**config.mk**
```make
export PLATFORM = sky130hd
export DESIGN_NAME = conv_seq_ctrl_flat
export DESIGN_NICKNAME = d
export VERILOG_FILES = /design/src/rtl/conv_seq_ctrl_if.sv /design/src/rtl/conv_seq_ctrl.sv /design/src/flat_wrapper.sv
export SDC_FILE = /design/constraint.sdc
export NUM_CORES = 1
export LEC_CHECK = 0
export ABC_AREA = 1
export CAP_MARGIN = 20
export CORE_UTILIZATION = 35
export CTS_CLUSTER_SIZE = 20
export DETAILED_ROUTE_END_ITERATION = 12
export SETUP_SLACK_MARGIN = 0.15
export SLEW_MARGIN = 0
export SYNTH_ARGS = -nofsm -noshare
export SYNTH_HDL_FRONTEND = slang
export SYNTH_SLANG_ARGS = --single-unit
```
**constraint.sdc**
```tcl
create_clock -name clk -period 4 [get_ports clk]
set_input_delay 1 -clock clk [delete_from_list [all_inputs] [get_ports clk]]
set_output_delay 1 -clock clk [all_outputs]
set_load 0.01 [all_outputs]
```
**src/rtl/conv_seq_ctrl_if.sv**
```systemverilog
// Bundle of the sequencer's job handshake, SRAM read/write ports and the
// Conv datapath strobes. The sequencer uses the master side.
interface conv_seq_ctrl_if #(
  parameter int DATA_BITS = 8,
  parameter int ADDR_BITS = 10,
  parameter int RES_BITS  = 2 * DATA_BITS + 2
);
  logic                 start;
  logic [ADDR_BITS-1:0] len;
  logic                 busy;
  logic                 done;
  logic [ADDR_BITS-1:0] w_addr;
  logic [DATA_BITS-1:0] w_rdata;
  logic [ADDR_BITS-1:0] if_addr;
  logic [DATA_BITS-1:0] if_rdata;
  logic                 conv_clear;
  logic                 conv_w_w;
  logic [DATA_BITS-1:0] conv_w_in;
  logic                 conv_if_w;
  logic [DATA_BITS-1:0] conv_if_in;
  logic [RES_BITS-1:0]  conv_result;
  logic                 out_we;
  logic [ADDR_BITS-1:0] out_addr;
  logic [RES_BITS-1:0]  out_wdata;

  modport master (
    input  start, len, w_rdata, if_rdata, conv_result,
    output busy, done, w_addr, if_addr, conv_clear, conv_w_w, conv_w_in,
           conv_if_w, conv_if_in, out_we, out_addr, out_wdata
  );

  modport slave (
    output start, len, w_rdata, if_rdata, conv_result,
    input  busy, done, w_addr, if_addr, conv_clear, conv_w_w, conv_w_in,
           conv_if_w, conv_if_in, out_we, out_addr, out_wdata
  );
endinterface

```
**src/rtl/conv_seq_ctrl.sv**
```systemverilog
// Conv sequencer: on start, clears Conv, shifts in 3 weights, streams len
// features and writes one Conv result per full 3-sample window.
// All strobes/addresses are registered from the next-state values so they
// line up with the cycle of the state they belong to; the data buses are
// passed straight through from the memories / Conv in the strobed cycle.
module conv_seq_ctrl #(
  parameter int DATA_BITS = 8,
  parameter int ADDR_BITS = 10,
  parameter int RES_BITS  = 2 * DATA_BITS + 2
) (
  input logic             clk,
  input logic             rst,
  conv_seq_ctrl_if.master bus
);

  // One spare bit so the feature counter can reach len without wrapping.
  localparam int CW = ADDR_BITS + 1;

  typedef enum logic [2:0] {
    IDLE   = 3'd0,
    CLEAR  = 3'd1,
    LOAD_W = 3'd2,
    LOAD_F = 3'd3,
    FINISH = 3'd4
  } state_t;

  state_t               state_r, state_nxt;
  logic [CW-1:0]        cnt_r, cnt_nxt;
  logic [ADDR_BITS-1:0] len_r, len_nxt;
  logic [CW-1:0]        len_ext;

  logic                 clear_r, clear_nxt;
  logic                 ww_r, ww_nxt;
  logic                 ifw_r, ifw_nxt;
  logic                 we_r, we_nxt;
  logic                 done_r, done_nxt;
  logic                 busy_r, busy_nxt;
  logic [ADDR_BITS-1:0] w_addr_r, w_addr_nxt;
  logic [ADDR_BITS-1:0] if_addr_r, if_addr_nxt;
  logic [ADDR_BITS-1:0] out_addr_r, out_addr_nxt;

  assign len_ext = {1'b0, len_nxt};

  // State, counters and registered outputs.
  always_ff @(posedge clk or posedge rst) begin
    if (rst) begin
      state_r    <= IDLE;
      cnt_r      <= '0;
      len_r      <= '0;
      clear_r    <= 1'b0;
      ww_r       <= 1'b0;
      ifw_r      <= 1'b0;
      we_r       <= 1'b0;
      done_r     <= 1'b0;
      busy_r     <= 1'b0;
      w_addr_r   <= '0;
      if_addr_r  <= '0;
      out_addr_r <= '0;
    end else begin
      state_r    <= state_nxt;
      cnt_r      <= cnt_nxt;
      len_r      <= len_nxt;
      clear_r    <= clear_nxt;
      ww_r       <= ww_nxt;
      ifw_r      <= ifw_nxt;
      we_r       <= we_nxt;
      done_r     <= done_nxt;
      busy_r     <= busy_nxt;
      w_addr_r   <= w_addr_nxt;
      if_addr_r  <= if_addr_nxt;
      out_addr_r <= out_addr_nxt;
    end
  end

  // Next-state and counter progression; start/len only matter in IDLE.
  always_comb begin
    state_nxt = state_r;
    cnt_nxt   = cnt_r;
    len_nxt   = len_r;
    case (state_r)
      IDLE: begin
        if (bus.start) begin
          len_nxt = bus.len;
          cnt_nxt = '0;
          if (bus.len < ADDR_BITS'(2'd3)) begin
            state_nxt = FINISH;
          end else begin
            state_nxt = CLEAR;
          end
        end else begin
          state_nxt = IDLE;
        end
      end
      CLEAR: begin
        state_nxt = LOAD_W;
        cnt_nxt   = '0;
      end
      LOAD_W: begin
        if (cnt_r == CW'(2'd2)) begin
          state_nxt = LOAD_F;
          cnt_nxt   = '0;
        end else begin
          cnt_nxt = cnt_r + CW'(1'b1);
        end
      end
      // Runs len+1 cycles: the extra one captures the last window result.
      LOAD_F: begin
        if (cnt_r == {1'b0, len_r}) begin
          state_nxt = FINISH;
        end else begin
          cnt_nxt = cnt_r + CW'(1'b1);
        end
      end
      FINISH: begin
        state_nxt = IDLE;
      end
      default: begin
        state_nxt = IDLE;
        cnt_nxt   = '0;
      end
    endcase
  end

  // Output values for the coming cycle, derived from the next state.
  always_comb begin
    clear_nxt    = 1'b0;
    ww_nxt       = 1'b0;
    ifw_nxt      = 1'b0;
    we_nxt       = 1'b0;
    done_nxt     = 1'b0;
    busy_nxt     = 1'b0;
    w_addr_nxt   = w_addr_r;
    if_addr_nxt  = if_addr_r;
    out_addr_nxt = out_addr_r;
    case (state_nxt)
      IDLE: begin
        busy_nxt = 1'b0;
      end
      CLEAR: begin
        clear_nxt  = 1'b1;
        busy_nxt   = 1'b1;
        w_addr_nxt = '0;
      end
      // Weight i is pushed while weight i+1 is being read; the last
      // weight cycle also issues the first feature read.
      LOAD_W: begin
        ww_nxt   = 1'b1;
        busy_nxt = 1'b1;
        if (cnt_nxt < CW'(2'd2)) begin
          w_addr_nxt = ADDR_BITS'(cnt_nxt + CW'(1'b1));
        end else begin
          if_addr_nxt = '0;
        end
      end
      // Feature i is pushed at count i; its window result (i>=2) is
      // written one cycle later, at count i+1.
      LOAD_F: begin
        busy_nxt = 1'b1;
        if (cnt_nxt < len_ext) begin
          ifw_nxt = 1'b1;
        end else begin
          ifw_nxt = 1'b0;
        end
        if ((cnt_nxt + CW'(1'b1)) < len_ext) begin
          if_addr_nxt = ADDR_BITS'(cnt_nxt + CW'(1'b1));
        end else begin
          if_addr_nxt = if_addr_r;
        end
        if (cnt_nxt >= CW'(2'd3)) begin
          we_nxt       = 1'b1;
          out_addr_nxt = ADDR_BITS'(cnt_nxt - CW'(2'd3));
        end else begin
          we_nxt = 1'b0;
        end
      end
      FINISH: begin
        done_nxt = 1'b1;
      end
      default: begin
        busy_nxt = 1'b0;
      end
    endcase
  end

  assign bus.busy       = busy_r;
  assign bus.done       = done_r;
  assign bus.w_addr     = w_addr_r;
  assign bus.if_addr    = if_addr_r;
  assign bus.conv_clear = clear_r;
  assign bus.conv_w_w   = ww_r;
  assign bus.conv_if_w  = ifw_r;
  assign bus.out_we     = we_r;
  assign bus.out_addr   = out_addr_r;
  assign bus.conv_w_in  = ww_r ? bus.w_rdata : {DATA_BITS{1'b0}};
  assign bus.conv_if_in = ifw_r ? bus.if_rdata : {DATA_BITS{1'b0}};
  assign bus.out_wdata  = we_r ? bus.conv_result : {RES_BITS{1'b0}};

endmodule

```
**src/flat_wrapper.sv**
```systemverilog
// flat-port wrapper written by rule: the top's interface ports become plain ports
module conv_seq_ctrl_flat 
#(
  parameter int DATA_BITS = 8,
  parameter int ADDR_BITS = 10,
  parameter int RES_BITS  = 2 * DATA_BITS + 2
)
  (clk, rst, bus_start, bus_len, bus_w_rdata, bus_if_rdata, bus_conv_result, bus_busy, bus_done, bus_w_addr, bus_if_addr, bus_conv_clear, bus_conv_w_w, bus_conv_w_in, bus_conv_if_w, bus_conv_if_in, bus_out_we, bus_out_addr, bus_out_wdata);
  conv_seq_ctrl_if #(.DATA_BITS(DATA_BITS), .ADDR_BITS(ADDR_BITS), .RES_BITS(RES_BITS)) bus_i ();
  input logic clk;
  input logic rst;
  input wire logic [$bits(bus_i.start)-1:0] bus_start;
  input wire logic [$bits(bus_i.len)-1:0] bus_len;
  input wire logic [$bits(bus_i.w_rdata)-1:0] bus_w_rdata;
  input wire logic [$bits(bus_i.if_rdata)-1:0] bus_if_rdata;
  input wire logic [$bits(bus_i.conv_result)-1:0] bus_conv_result;
  output wire logic [$bits(bus_i.busy)-1:0] bus_busy;
  output wire logic [$bits(bus_i.done)-1:0] bus_done;
  output wire logic [$bits(bus_i.w_addr)-1:0] bus_w_addr;
  output wire logic [$bits(bus_i.if_addr)-1:0] bus_if_addr;
  output wire logic [$bits(bus_i.conv_clear)-1:0] bus_conv_clear;
  output wire logic [$bits(bus_i.conv_w_w)-1:0] bus_conv_w_w;
  output wire logic [$bits(bus_i.conv_w_in)-1:0] bus_conv_w_in;
  output wire logic [$bits(bus_i.conv_if_w)-1:0] bus_conv_if_w;
  output wire logic [$bits(bus_i.conv_if_in)-1:0] bus_conv_if_in;
  output wire logic [$bits(bus_i.out_we)-1:0] bus_out_we;
  output wire logic [$bits(bus_i.out_addr)-1:0] bus_out_addr;
  output wire logic [$bits(bus_i.out_wdata)-1:0] bus_out_wdata;
  assign bus_i.start = bus_start;
  assign bus_i.len = bus_len;
  assign bus_i.w_rdata = bus_w_rdata;
  assign bus_i.if_rdata = bus_if_rdata;
  assign bus_i.conv_result = bus_conv_result;
  assign bus_busy = bus_i.busy;
  assign bus_done = bus_i.done;
  assign bus_w_addr = bus_i.w_addr;
  assign bus_if_addr = bus_i.if_addr;
  assign bus_conv_clear = bus_i.conv_clear;
  assign bus_conv_w_w = bus_i.conv_w_w;
  assign bus_conv_w_in = bus_i.conv_w_in;
  assign bus_conv_if_w = bus_i.conv_if_w;
  assign bus_conv_if_in = bus_i.conv_if_in;
  assign bus_out_we = bus_i.out_we;
  assign bus_out_addr = bus_i.out_addr;
  assign bus_out_wdata = bus_i.out_wdata;
  conv_seq_ctrl #(.DATA_BITS(DATA_BITS), .ADDR_BITS(ADDR_BITS), .RES_BITS(RES_BITS)) u_core (.clk(clk), .rst(rst), .bus(bus_i));
endmodule
```
# Word-level counts from Yosys, hierarchy flattened
# Index checks and enable logic that the tools add are counted.
# op_classes
n_addsub	3
mul	0
div_mod_pow	0
order_cmp	5
eq_ne	13
shift	0
n_mux	27
n_bitwise	0
reduce_logical	7
# ops
cell	n
10-bit two-way mux	5
11-bit case mux with 4 select lines	1
10-bit case mux with 2 select lines	2
11-bit two-way mux	3
11-bit by 1-bit adder with 11-bit output, second input constant	2
11-bit by 10-bit < comparator with 1-bit output	2
18-bit two-way mux	1
8-bit two-way mux	2
3-bit by 2-bit equality test with 1-bit output, second input constant	4
3-bit two-way mux	4
3-bit case mux with 4 select lines	1
11-bit by 10-bit equality test with 1-bit output	1
11-bit by 2-bit equality test with 1-bit output, second input constant	1
11-bit by 2-bit greater-or-equal comparator with 1-bit output, second input constant	1
11-bit by 2-bit < comparator with 1-bit output, second input constant	1
10-bit by 2-bit < comparator with 1-bit output, second input constant	1
10-bit by 2-bit subtractor with 10-bit output, second input constant	1
1-bit two-way mux	8
3-bit by 1-bit equality test with 1-bit output, second input constant	2
3-bit equality test, second input constant	2
2-bit by 1-bit != test with 1-bit output, second input constant	2
2-bit AND reduction	2
2-bit nonzero test	2
3-bit logical NOT	1
other kinds (3)	3
# word_totals
regBits	60
latchBits	0
ramBits	0
rom_bits	0
inputBits	47
out_inout_bits	70
elab_cells	67
n_memories	0

# Depth between registers and ports, before layout
# Gate-level depths: netlist (run 1).
# depth
word_depth	7
ltp_mapped	32
ltp_nobuf	31

# Worst setup path after synthesis (run 1)
# OpenSTA, ideal clock, no wires.
# synth_timing
path_type	input to register
from	input bus_start
to	register u_core.if_addr_r[0] (netlist: u_core.bus.if_addr[0])
setup_ns	0.117
t_arrival_ns	3.365
required_time_ns	3.883
slack_ns	0.518
path_stages	23
n_path_buf	0
cell_sequence	nand2_1 -> nand2_1 -> nand2_4 -> inv_4 -> o21ai_2 -> ha_1 -> nand3_2 -> nor2_4 -> xor2_1 -> inv_1 -> ha_1 -> inv_1 -> nor3_1 -> a211oi_1 -> nand2_1 -> nand2_1 -> nand2_1 -> nand2_1 -> nand2_1 -> nand2_2 -> nand2_2 -> nand2_1 -> nand2_1
# synth_between
elab_chain_cells	6
elab_cells_between_ends	17
classes_between	add/sub (1); order compare (2); eq/ne (4); mux (8); reduce/logical (2)
# synth_rtl
element	line_no	rtl
from (decl)	flat_wrapper.sv:12	input wire logic [$bits(bus_i.start)-1:0] bus_start;
11-bit two-way mux *	conv_seq_ctrl.sv:82	if (bus.start) begin
11-bit case mux with 4 select lines *	conv_seq_ctrl.sv:80	case (state_r)
via u_core.cnt_nxt[1]	conv_seq_ctrl.sv:28	logic [CW-1:0] cnt_r, cnt_nxt;
11-bit by 1-bit adder with 11-bit output	conv_seq_ctrl.sv:165	if_addr_nxt = ADDR_BITS'(cnt_nxt + CW'(1'b1));
11-bit by 10-bit < comparator with 1-bit output	conv_seq_ctrl.sv:164	if ((cnt_nxt + CW'(1'b1)) < len_ext) begin
2-bit by 1-bit != test with 1-bit output (no source line)	-	
3-bit AND reduction (no source line) *	-	
to (signal assigned)	conv_seq_ctrl.sv:70	if_addr_r <= if_addr_nxt;
to (decl)	conv_seq_ctrl.sv:39	logic [ADDR_BITS-1:0] if_addr_r, if_addr_nxt;
# Mark *: on every way through the listed nets, which the timed path passes. The rest lies on a longest branch. The select of a mux whose other input is x is not followed.
# A chain may end at the register's enable or synchronous reset.

# Worst setup path after layout (run 1)
# layout_timing
from	input bus_start
to	register u_core.if_addr_r[8] (netlist: u_core.bus.if_addr[8])
# layout_between
elab_chain_cells	6
elab_cells_between_ends	17
classes_between	add/sub (1); order compare (2); eq/ne (4); mux (8); reduce/logical (2)
# layout_rtl
element	line_no
11-bit two-way mux *	conv_seq_ctrl.sv:82
11-bit case mux with 4 select lines *	conv_seq_ctrl.sv:80
via u_core.cnt_nxt[1]	conv_seq_ctrl.sv:28
11-bit by 1-bit adder with 11-bit output	conv_seq_ctrl.sv:165
11-bit by 10-bit < comparator with 1-bit output	conv_seq_ctrl.sv:164
2-bit by 1-bit != test with 1-bit output (no source line)	-
3-bit AND reduction (no source line)	-
# Marks and branches as above.

==> reports/results.ini, run 1 <==
[synth]
synth_edf_count=0
synth_top_area_cell=dfrtp_1
yosysMostFrequentCell=nand2_1
synth_ff_type=dfrtp_1
synth_top_area_share_pct=38.3
synth_seq_area_share_pct=38.3
yosys_warnings=0
synthTopCellsByArea=dfrtp_1 (38%), nand2_1 (16%), inv_1 (9.7%)
synth_area_um2=3920
syn_nets=623
yosys_register_bits=60
syn_avg_cell_area_um2=7.06
ys_types=36
synthCells=555
ys_top_cells_by_count=nand2_1 (165), inv_1 (101), dfrtp_1 (60)
async_flop_share_pct=100

[floorplanning]
die_w_um=108
die_area_um2=11600
die_h_um=108
placementRows=38
start_util_pct=36.0
core_region_area_um2=10900
io_pins=117

[clock_network]
ctsHoldBuffers=0
clkLatencyLatePin_ns=0.36
cts_max_level=3
cts_num_sinks=60
cts_max_path_buffers=2
cts_tree=yes
cts.clk_slew.worst_paths_ns=0.07
cts_made_buffers=9
cts-root-buf=clkbuf_8

[job]
maxCapViolCount=0

[status]
status=finished, final reports clean

[worst_setup_path]
start_kind=primary input
critPathArrivalTime_ns=3.91
required_ns=4.25
critical_path.top_delay_family=simple AND/OR/NAND/NOR gates
setup.worst_path.class=in -> reg
crit_top_cell=nand2_1
worstPathMaxFanout=7
worstSetupEndpointType=register
path_cells=clkdlybuf4s50_1, nand2_1, nand2_2, nand2_4, inv_4, o21ai_4, ha_2, nand3_4, nor2_4, xor2_2, inv_1, ha_1, inv_1, nor3_1, nand2_1, nand2_1, nand2_1, nand2_1, nand2_1, nand2_2, nand2_4, buf_6, nand3_1, nand2_1
slowest_stage=clkdlybuf4s50_1
max_stage_delay_ns=0.40
crit_buf_inv=5

[cells_and_area]
synthToLayoutAreaGrowth_pct=46.6
nNetsFinal=773
antenna_cells=0
drive_gt1_share_pct=13.5
final_area_um2=5740
utilization_pct=52.7

[placed_design]
dp_hpwl_um=9390
routabilityCongestion=0.847
io_buffers=116
postPlaceCellArea_um2=5420

[timing]
finalCritPeriodShare_pct=91.5
slew_violations=0
setup_viol=0
max_freq_ghz=0.273
relSlewSlack_pct=49.3
finalClockSkew_ns=0.0100
min_period_ns=3.66
whs_ns=0.473
worstMarginPinSlew_ns=0.758
rsz0062_at_grt=false
timing.final.hold_violations=0

[drt]
viasPerCell=4.61
postRouteAntennaNets=0
drt_iter0_markers=176
drt_first_pass_iters=4
num_vias=3922
drc=0
routed_wl_um=11600
drt-wirelength-per-cell_um=13.6

[global_routing]
grtUsageTotal_pct=20.4
grt_overflow_total=0
antenna_found_initial=0
grt_pass1_wl_um=17800
grt_max_degree=32
first_global_vias=3714

[min_path]
min_path_type=reg -> reg

[power]
power.leakage_nw=3.03
ir_worst_vdd_mv=0.223
power_density_nw_per_um2=642
power_w=0.00369

## worst min-delay path: stages (launching register included)
cell and delay (ns):
dfrtp_1 0.35, nand2_1 0.05, nand2_1 0.04
## metrics by stage
| stage | setup TNS (ns) | std cells | worst slack (ns) |
|---|---|---|---|
| 2_1_floorplan | 0 | 555 | 0.518 |
| 3_3_place_gp | -0.321 | 828 | -0.0344 |
| 3_5_place_dp | -0.841 | 828 | -0.0997 |
| 4_1_cts | 0 | 844 | 0.259 |
| 5_1_grt | 0 | 850 | 0.147 |
| 6_report | 0 | 850 | 0.342 |
## routing by layer
layer  global-route usage (%)  vias up  routed length (um)  share of wire [%]
met5                        0        -                   0                  0
met2                     35.9      126                5700                 49
li1                         -     2001                   -                  -
met3                     4.24       16                 786                6.8
met1                     23.8     1779                4870                 42
met4                     8.61        0                 239                2.1
## area by class of cell
type / count / area, um^2
flip-flops and latches: 60 / 1500
clock buffers: 11 / 141
inverters: 110 / 415
fillers: 1069 / 5140
repair buffers: 150 / 1430
multi-input cells: 374 / 2000
clock inverters: 5 / 75.1
well taps: 140 / 175
## report_power, final
group / internal, W / switching, W
sequential: 0.000781 / 0.000151
combinational: 0.000950 / 0.00119
clock: 0.000364 / 0.000249
total: 0.00210 / 0.00159
## repair_timing
action | CTS | global route
setup buffers | 0 | 5
resized for setup | 0 | 16
setup endpoints to repair | 0 | 10
## registers in the layout (all words and copies together) (netlist names)
register	flops
u_core.bus.done	1
u_core.len_r	10
u_core.cnt_r	11
u_core.bus.conv_w_w	1
u_core.bus.out_we	1
u_core.bus.out_addr	10
u_core.bus.if_addr	10
u_core.state_r	3
u_core.bus.conv_if_w	1
u_core.bus.w_addr	10
u_core.bus.conv_clear	1
u_core.bus.busy	1
## cell families (layout without fill, tap and decap cells)
| family | Yosys count | after routing | share of synthesized area [%] |
|---|---|---|---|
| AND/OR/NAND/NOR | 288 | 289 | 32.0 |
| buffers and inverters | 122 | 276 | 12.4 |
| flip-flops | 60 | 60 | 38.3 |
| AO/OA/AOI/OAI | 50 | 50 | 7.44 |
| adder cells (fa/ha/maj) | 21 | 21 | 6.71 |
| XOR/XNOR | 14 | 14 | 3.13 |
## cell usage in the layout (no fill, tap or decap), types with 3 or more instances in the layout
master and instances:
a21oi_1 13, inv_2 8, nand2_1 162, o21ai_4 3
inv_1 100, buf_4 32, nor2_4 3, ha_1 20
o21ai_1 8, nor2_2 3, nand3_2 6, nand4_1 7
nand2_2 10, clkinv_2 3, clkdlybuf4s50_1 116, dfrtp_1 59
nor2_1 52, nand2_4 4, nor3_1 6, clkbuf_8 10
o21ai_0 20, nand3_1 30, xor2_1 11
## path summary, 6_finish.rpt
kind | start | to | slack, ns | depth (start not counted)
max reg2reg | u_core.cnt_r[6] | u_core.bus.if_addr[8] | 0.44 | 28
min reg2reg | u_core.bus.if_addr[2] | u_core.bus.if_addr[2] | 0.47 | 2
min | u_core.bus.if_addr[2] | u_core.bus.if_addr[2] | 0.47 | 2
min in group asynchronous | rst | u_core.state_r[0] | 1.06 | 2
max | bus_start | u_core.bus.if_addr[8] | 0.34 | 24
max in group asynchronous | rst | u_core.cnt_r[2] | 2.33 | 3
Power figures use the tool's default switching activity.
==> inputs of run 2 (changes only) <==
--- a/config.mk
+++ b/config.mk
@@ -8,10 +8,10 @@
 export ABC_AREA = 1
 export CAP_MARGIN = 20
 export CORE_UTILIZATION = 35
-export CTS_CLUSTER_SIZE = 20
+export CTS_CLUSTER_SIZE = 24
 export DETAILED_ROUTE_END_ITERATION = 12
 export SETUP_SLACK_MARGIN = 0.15
-export SLEW_MARGIN = 0
+export SLEW_MARGIN = 30
 export SYNTH_ARGS = -nofsm -noshare
 export SYNTH_HDL_FRONTEND = slang
 export SYNTH_SLANG_ARGS = --single-unit
==> results of run 2 <==
No change in the layout: final DEF, timing and power equal those of run 1.
==> inputs of run 3 (changes only) <==
--- a/config.mk
+++ b/config.mk
@@ -8,7 +8,7 @@
 export ABC_AREA = 1
 export CAP_MARGIN = 20
 export CORE_UTILIZATION = 35
-export CTS_CLUSTER_SIZE = 24
+export CTS_CLUSTER_SIZE = 20
 export DETAILED_ROUTE_END_ITERATION = 12
 export SETUP_SLACK_MARGIN = 0.15
 export SLEW_MARGIN = 30
==> results of run 3 <==
No change in the layout: final DEF, timing and power equal those of run 1.
